<file path="src/rtl/path_traceback.sv">
// Walks the solver's direction matrix from (ROWS-1, COLS-1) back to (0,0),
// copying each visited direction code into the result buffer in visit order.
module path_traceback #(
   parameter int unsigned ROWS    = 4,
   parameter int unsigned COLS    = 4,
   parameter int unsigned D_WIDTH = 8,
   parameter int unsigned A_WIDTH = 13,
   parameter int unsigned P_BASE  = 0,
   parameter int unsigned R_BASE  = 0
) (
   input  logic               Clk,
   input  logic               Rst,
   input  logic               Go,
   input  logic [D_WIDTH-1:0] P_In,
   output logic [A_WIDTH-1:0] P_Addr,
   output logic               P_En,
   output logic               P_Rw,
   output logic [D_WIDTH-1:0] R_Out,
   output logic [A_WIDTH-1:0] R_Addr,
   output logic               R_En,
   output logic               R_Rw,
   output logic [D_WIDTH-1:0] Len,
   output logic               Err,
   output logic               Done
);

   localparam int unsigned IW = (ROWS > 1) ? $clog2(ROWS) : 1;
   localparam int unsigned JW = (COLS > 1) ? $clog2(COLS) : 1;

   localparam logic [D_WIDTH-1:0] CODE_START = D_WIDTH'(8'h08);
   localparam logic [D_WIDTH-1:0] CODE_RIGHT = D_WIDTH'(8'h09);
   localparam logic [D_WIDTH-1:0] CODE_DOWN  = D_WIDTH'(8'h0A);

   localparam logic [IW-1:0] I_LAST = IW'(ROWS - 1);
   localparam logic [JW-1:0] J_LAST = JW'(COLS - 1);

   typedef enum logic [2:0] {S_IDLE, S_RD, S_CAP, S_CHK, S_DONE} state_t;

   state_t             state;
   logic [IW-1:0]      i;
   logic [JW-1:0]      j;
   logic [D_WIDTH-1:0] k;
   logic [D_WIDTH-1:0] c;
   logic               legal;

   function automatic logic [A_WIDTH-1:0] p_addr_of(input logic [IW-1:0] ii,
                                                    input logic [JW-1:0] jj);
      return A_WIDTH'(P_BASE + 32'(ii) * COLS + 32'(jj));
   endfunction

   function automatic logic is_legal(input logic [D_WIDTH-1:0] code,
                                     input logic [IW-1:0]      ii,
                                     input logic [JW-1:0]      jj);
      logic ok;
      ok = 1'b0;
      if (code == CODE_START)      ok = (ii == '0) && (jj == '0);
      else if (code == CODE_RIGHT) ok = (jj != '0);
      else if (code == CODE_DOWN)  ok = (ii != '0);
      return ok;
   endfunction

   // The P port is read-only from this block.
   assign P_Rw = 1'b0;

   // Outputs are registered on the transition into the state that owns them,
   // so each is high exactly for the cycles spent in that state.
   always_ff @(posedge Clk) begin
      if (Rst) begin
         state  <= S_IDLE;
         i      <= I_LAST;
         j      <= J_LAST;
         k      <= '0;
         c      <= '0;
         legal  <= 1'b0;
         P_Addr <= '0;
         P_En   <= 1'b0;
         R_Out  <= '0;
         R_Addr <= '0;
         R_En   <= 1'b0;
         R_Rw   <= 1'b0;
         Len    <= '0;
         Err    <= 1'b0;
         Done   <= 1'b0;
      end else begin
         P_Addr <= '0;
         P_En   <= 1'b0;
         R_Out  <= '0;
         R_Addr <= '0;
         R_En   <= 1'b0;
         R_Rw   <= 1'b0;
         Done   <= 1'b0;
         unique case (state)
            S_IDLE: begin
               if (Go) begin
                  i      <= I_LAST;
                  j      <= J_LAST;
                  k      <= '0;
                  Len    <= '0;
                  Err    <= 1'b0;
                  P_En   <= 1'b1;
                  P_Addr <= p_addr_of(I_LAST, J_LAST);
                  state  <= S_RD;
               end
            end
            S_RD: state <= S_CAP;
            S_CAP: begin
               // Validate here so the R write strobe is registered for CHK.
               c     <= P_In;
               legal <= is_legal(P_In, i, j);
               if (is_legal(P_In, i, j)) begin
                  R_En   <= 1'b1;
                  R_Rw   <= 1'b1;
                  R_Addr <= A_WIDTH'(R_BASE + 32'(k));
                  R_Out  <= P_In;
               end
               state <= S_CHK;
            end
            S_CHK: begin
               if (!legal) begin
                  Err   <= 1'b1;
                  Done  <= 1'b1;
                  state <= S_DONE;
               end else begin
                  k   <= k + D_WIDTH'(1);
                  Len <= k + D_WIDTH'(1);
                  if (c == CODE_RIGHT) begin
                     j      <= j - JW'(1);
                     P_En   <= 1'b1;
                     P_Addr <= p_addr_of(i, j - JW'(1));
                     state  <= S_RD;
                  end else if (c == CODE_DOWN) begin
                     i      <= i - IW'(1);
                     P_En   <= 1'b1;
                     P_Addr <= p_addr_of(i - IW'(1), j);
                     state  <= S_RD;
                  end else begin
                     Done  <= 1'b1;
                     state <= S_DONE;
                  end
               end
            end
            S_DONE: state <= S_IDLE;
            default: state <= S_IDLE;
         endcase
      end
   end

endmodule
</file>
<file path="config.mk">
export PLATFORM = sky130hd
export DESIGN_NAME = path_traceback
export DESIGN_NICKNAME = d
export VERILOG_FILES = /design/src/rtl/path_traceback.sv
export SDC_FILE = /design/constraint.sdc
export NUM_CORES = 1
export LEC_CHECK = 0
export ABC_AREA = 1
export CAP_MARGIN = 20
export CORE_ASPECT_RATIO = 1.2
export CORE_MARGIN = 3
export CORE_UTILIZATION = 35
export CTS_CLUSTER_DIAMETER = 60
export CTS_CLUSTER_SIZE = 30
export DETAILED_ROUTE_END_ITERATION = 6
export MAX_ROUTING_LAYER = met4
export PLACE_DENSITY = 0.69
export SLEW_MARGIN = 20
export SYNTH_ARGS = -nofsm -noshare
export SYNTH_HDL_FRONTEND = slang
export SYNTH_SLANG_ARGS = --single-unit
</file>
<file path="constraint.sdc">
create_clock -name Clk -period 1.2 [get_ports Clk]
set_input_delay 0.12 -clock Clk [delete_from_list [all_inputs] [get_ports Clk]]
set_output_delay 0.12 -clock Clk [all_outputs]
set_load 0.05 [all_outputs]
</file>
=== Word-level counts from Yosys, hierarchy flattened ===
Index checks and enable logic that the tools add are counted.

* Output and inout bits: 48
* Bits in writable memories: 0
* ROM bits: 0
* Word-level logic and storage cells: 88
* Memories kept: 0
* Latch bits: 0
* Bits in registers: 62

* Eq/ne operators: 14
* Div/mod/pow operators: 0
* $add $sub $neg: 5
* Multiply operators: 0
* Bitwise gates (word level): 3
* $lt $le $gt $ge: 0
* Muxes and demuxes: 38
* Shift operators: 0
* Reduce and logical (&&, ||, !) cells: 14

{| class="wikitable"
|+ Operators by type and width
! cell !! count
|-
| equality test 8 x 4 -> 1 bit (second input constant) || 5
|-
| 2-to-1 mux 8 bit || 2
|-
| case mux 8 bit (2 select lines) || 1
|-
| 2-to-1 mux 1 bit || 15
|-
| 2-to-1 mux 5 bit || 3
|-
| 2-to-1 mux 2 bit || 6
|-
| 2-to-1 mux 3 bit || 4
|-
| != test 2 bit (second input constant) || 6
|-
| case mux 3 bit (4 select lines) || 1
|-
| adder 4 x 2 -> 5 bit || 2
|-
| case mux 5 bit (2 select lines) || 1
|-
| adder 8 x 1 -> 8 bit (second input constant) || 1
|-
| case mux 2 bit (2 select lines) || 2
|-
| equality test 3 x 2 -> 1 bit (second input constant) || 2
|-
| AND reduction 3 bit || 2
|-
| nonzero test 2 bit || 3
|-
| AND reduction 5 bit || 1
|-
| zero test 2 bit || 2
|-
| 2-to-1 mux 4 bit || 1
|-
| case mux 1 bit (2 select lines) || 2
|-
| AND reduction 4 bit || 1
|-
| OR reduction 2 bit || 2
|-
| subtractor 2 x 1 -> 2 bit (second input constant) || 2
|-
| equality test 3 x 1 -> 1 bit (second input constant) || 1
|-
| other kinds (4) || 6
|}

=== Longest topological paths before layout ===
Gate-level depths: netlist (run 1).

* Depth after elaboration: 8
* Gate-level depth with buffers: 9
* Gate-level depth less buffers: 9

=== Worst setup path after synthesis (run 1) ===
Ideal clock, no wire load.

* Path type: register to register
* From: reg k[0]
* To: reg k[6]
* Stages on the path, launching flop included: 8
* Setup slack: -394 ps
* Clock period less this slack: 1594 ps
* Arrival time: 1530 ps
* Library setup time: 64 ps
* Cells stage by stage: dfxtp_1 ha_1 nand3_1 nor2_1 nand4_1 nand2_1 nand2_1 nor2_1

* Longest elaborated chain between the ends: 3

{| class="wikitable"
|+ RTL lines
! what !! RTL line !! text
|-
| start, declared || 42 || <nowiki>logic [D_WIDTH-1:0] k;</nowiki>
|-
| start signal, assigned || 124 || <nowiki>k <= k + D_WIDTH'(1);</nowiki>
|-
| adder 8 x 1 -> 8 bit || 124 ||
|-
| 2-to-1 mux 8 bit || 119 || <nowiki>if (!legal) begin</nowiki>
|-
| case mux 8 bit (2 select lines) || 92 || <nowiki>unique case (state)</nowiki>
|}

Every way passes these cells. The select of a mux whose other input is x is not followed.
A chain may end at the register's enable or synchronous reset.

=== Final worst setup path (run 1) ===
* From: reg state[1]
* To: reg i[1]

* Longest elaborated chain between the ends: 3

{| class="wikitable"
|+ RTL lines
! what !! RTL line !! text
|-
| start, declared || 39 || <nowiki>state_t state;</nowiki>
|-
| start signal, assigned || 69 || <nowiki>state <= S_IDLE;</nowiki>
|-
| start signal, assigned || 102 || <nowiki>state <= S_RD;</nowiki>
|-
| start signal, assigned || 105 || <nowiki>S_RD: state <= S_CAP;</nowiki>
|-
| equality test 3 x 2 -> 1 bit / zero test 3 bit (equally long branches) || 92 ||
|-
| != test 2 bit (no line) / nonzero test 2 bit (equally long branches) || - ||
|-
| AND reduction 5 bit (no line) || - ||
|-
| end signal, assigned || 132 || <nowiki>i <= i - IW'(1);</nowiki>
|-
| end, declared || 40 || <nowiki>logic [IW-1:0] i;</nowiki>
|}

Parallel ways exist; a longest one is shown, timed or not.

==> results.cfg, run 1 <==
[cells_and_area]
area_growth_pct = 76.5
fin_cells = 410
diodes = 0
nets = 362
layout_commonest_cell = nand2_1
final_cell_mix = 37 x nand2_1, 34 x dfxtp_1, 34 x buf_12, 27 x buf_4, 24 x inv_1
final_cell_area_um2 = 3550
drive_above_1_share_pct = 47.1
nFillCells = 408
finalCoreUtilization_pct = 65.3

[route]
vias_per_cell = 4.62
wl_per_cell_um = 12.9
drt_first_iter_violations = 83
wirelength_um = 5280
drt_pass1_iterations = 5
ant_nets = 0
drc = 0
vias = 1896

[clocking]
cts-htree-levels = 2
cts_root_buf = clkbuf_8
cts.sinks = 48
cts_buffers = 5
cts_buffer_depth = 2
cts.clk_slew.worst_paths_ns = 0.08
hold_buffers = 0
cts_tree = done
insertion_delay_ns = 0.30

[worst_setup_path]
cpPeakStageDelay_ns = 0.38
cp_data_required_time_ns = 1.39
worstPathCellList = nor2_4 -> nand3b_1 -> nand2_4 -> nor2_4 -> clkbuf_16 -> nand3_1 -> nand3_2
critical_path_peak_fanout = 6
end_kind = flip-flop
crit_type = reg2reg
start_kind = flip-flop
critical_path.top_delay_family = simple AND/OR/NAND/NOR gates
slowest_stage = dfxtp_4
crit_arrival_ns = 1.57
crit_top_cell = nor2_4
critPathBufInv = 1

[min_path]
worstHoldPathType = reg2reg

[power_and_ir_drop]
power_leakage_nw = 1.51
max-vdd-ir-drop_mv = 0.868
power_mw = 4.31
power_density_nw_per_um2 = 1210

[timing]
fin_ws_ns = -0.174
whs_ns = 0.447
setup_tns_ns = -3.49
skew_ns = 0.00226
rsz0062_at_grt = true
drv_slew = 0
fin_crit_ns = 1.37
setup_viol = 26
fin_crit_sh_pct = 115
hold_violations = 0
max_freq_mhz = 728

[placed_design]
postPlaceCellArea_um2 = 3050
dp_hpwl_um = 3480
port_buffers = 43
place_ws_ns = -0.264
place_congestion = 0.807
dp.cells = 396

[yosys]
synth_cell_types = 25
synth_seq_cells = 48
ys_seq_area_share_pct = 47.7
netlist_area_um2 = 2010
postSynthCellCount = 264
syn_avg_cell_area_um2 = 7.63
synth.yosys.warnings = 0

[grt]
grt_overflow_total = 0
grt_pass1_wl_um = 7770
first_global_vias = 1716
track_usage_pct = 15.6
grt_max_degree = 15
antenna_found_initial = 0

[run]
max_cap_viol_count = 0

[die]
die_w_um = 75.3
rows = 29
ioPinCount = 59
fp.dieH_um = 89.1
initial_core_util_pct = 37.0
dieArea_um2 = 6710
coreArea_um2 = 5440

[run_status]
outcome = complete, but fails checks
violations = setup timing
cells by family (layout without fill, tap and decap cells):
kind of cell	after synthesis	in the layout	synth area share [%]
flip-flops	48	48	47.7
buffers and inverters	53	118	13.6
other	1	20	0.186
AO/OA/AOI/OAI	36	36	9.19
adder cells (fa/ha/maj)	3	3	1.86
AND/OR/NAND/NOR	123	123	27.5
worst register-to-register path: stages, from the launching register on:
cell       delay, ns
dfxtp_4         0.38
nor2_4          0.14
nand3b_1        0.22
nand2_4         0.15
nor2_4          0.05
clkbuf_16       0.15
nand3_1         0.09
nand3_2         0.08
cell usage after synthesis:
| library cell | n | area share [%] |
|---|---|---|
| dfxtp_1 | 48 | 48 |
| inv_2 | 1 | 0.19 |
| clkbuf_1 | 2 | 0.37 |
| nand2_2 | 4 | 1.2 |
| o21ai_1 | 1 | 0.25 |
| nor2_2 | 1 | 0.31 |
| buf_2 | 2 | 0.50 |
| nor2_1 | 33 | 6.1 |
| inv_1 | 30 | 5.6 |
| nor2_4 | 2 | 1.1 |
| nand3b_1 | 2 | 0.75 |
| nand2_1 | 54 | 10 |
| a211oi_1 | 2 | 0.75 |
| buf_4 | 16 | 6.0 |
| nand4_1 | 1 | 0.31 |
| ha_1 | 3 | 1.9 |
| buf_8 | 1 | 0.75 |
| nand3_1 | 21 | 5.2 |
| nand2_4 | 1 | 0.56 |
| a21oi_1 | 17 | 4.2 |
| clkinv_2 | 1 | 0.25 |
| nor3_1 | 1 | 0.25 |
| nand3_2 | 3 | 1.5 |
| conb_1 | 1 | 0.19 |
| o21ai_0 | 16 | 4.0 |
cell type report:
type,instances,area (um2),share of cell area [%]
clock buffer,5,68.8,1.94
clock inverter,2,60.1,1.69
inverter,32,124,3.48
multi-input combinational,182,1140,32.1
sequential,48,996,28.0
tap,62,77.6,2.18
timing repair buffer,79,1090,30.6
where the power goes:
| group | total, mW | switching (mW) | internal, mW |
|---|---|---|---|
| Combinational | 1.22 | 0.681 | 0.538 |
| Clock | 1.34 | 0.524 | 0.820 |
| Sequential | 1.75 | 0.0737 | 1.68 |
| Total | 4.31 | 1.28 | 3.04 |
path summary, 6_finish.rpt:
| check | from | end | slack, ns | depth (start not counted) |
|---|---|---|---|---|
| max | state[1] | i[1] | -0.17 | 7 |
| max reg2reg | state[1] | i[1] | -0.17 | 7 |
| min reg2reg | c[4] | c[4] | 0.45 | 2 |
| min | c[4] | c[4] | 0.45 | 2 |
registers in the layout, indices dropped and copies added, names as in the netlist:
signal	count
Err	1
c	8
R_Rw	1
k	8
P_Addr	4
Done	1
state	3
P_En	1
legal	1
R_Out	8
i	2
R_Addr	8
j	2
repair_timing:
item,CTS,global route
pin swaps,9,25
gates resized for setup,20,74
setup endpoints to repair,32,40
buffers inserted,3,4
cloned,1,1
per-layer routing:
| layer | vias up | part of all wire, % | global-route usage (%) |
|---|---|---|---|
| li1 | 962 | - | - |
| met1 | 875 | 41 | 18.5 |
| met2 | 50 | 54 | 25.7 |
| met3 | 9 | 3.8 | 3.15 |
| met4 | 0 | 2.2 | 6.04 |
| met5 | - | 0 | - |
No activity file was read; power rests on OpenSTA's default activity.
==> inputs of run 2 (changes only) <==
- GPL_TIMING_DRIVEN: not set -> 1
==> results of run 2 <==
Same layout as run 1: the final DEF is identical, and so are final timing and power.
==> inputs of run 3 (changes only) <==
- CTS_CLUSTER_DIAMETER: 60 -> 40
==> results of run 3 <==
Same layout as run 1: the final DEF is identical, and so are final timing and power.
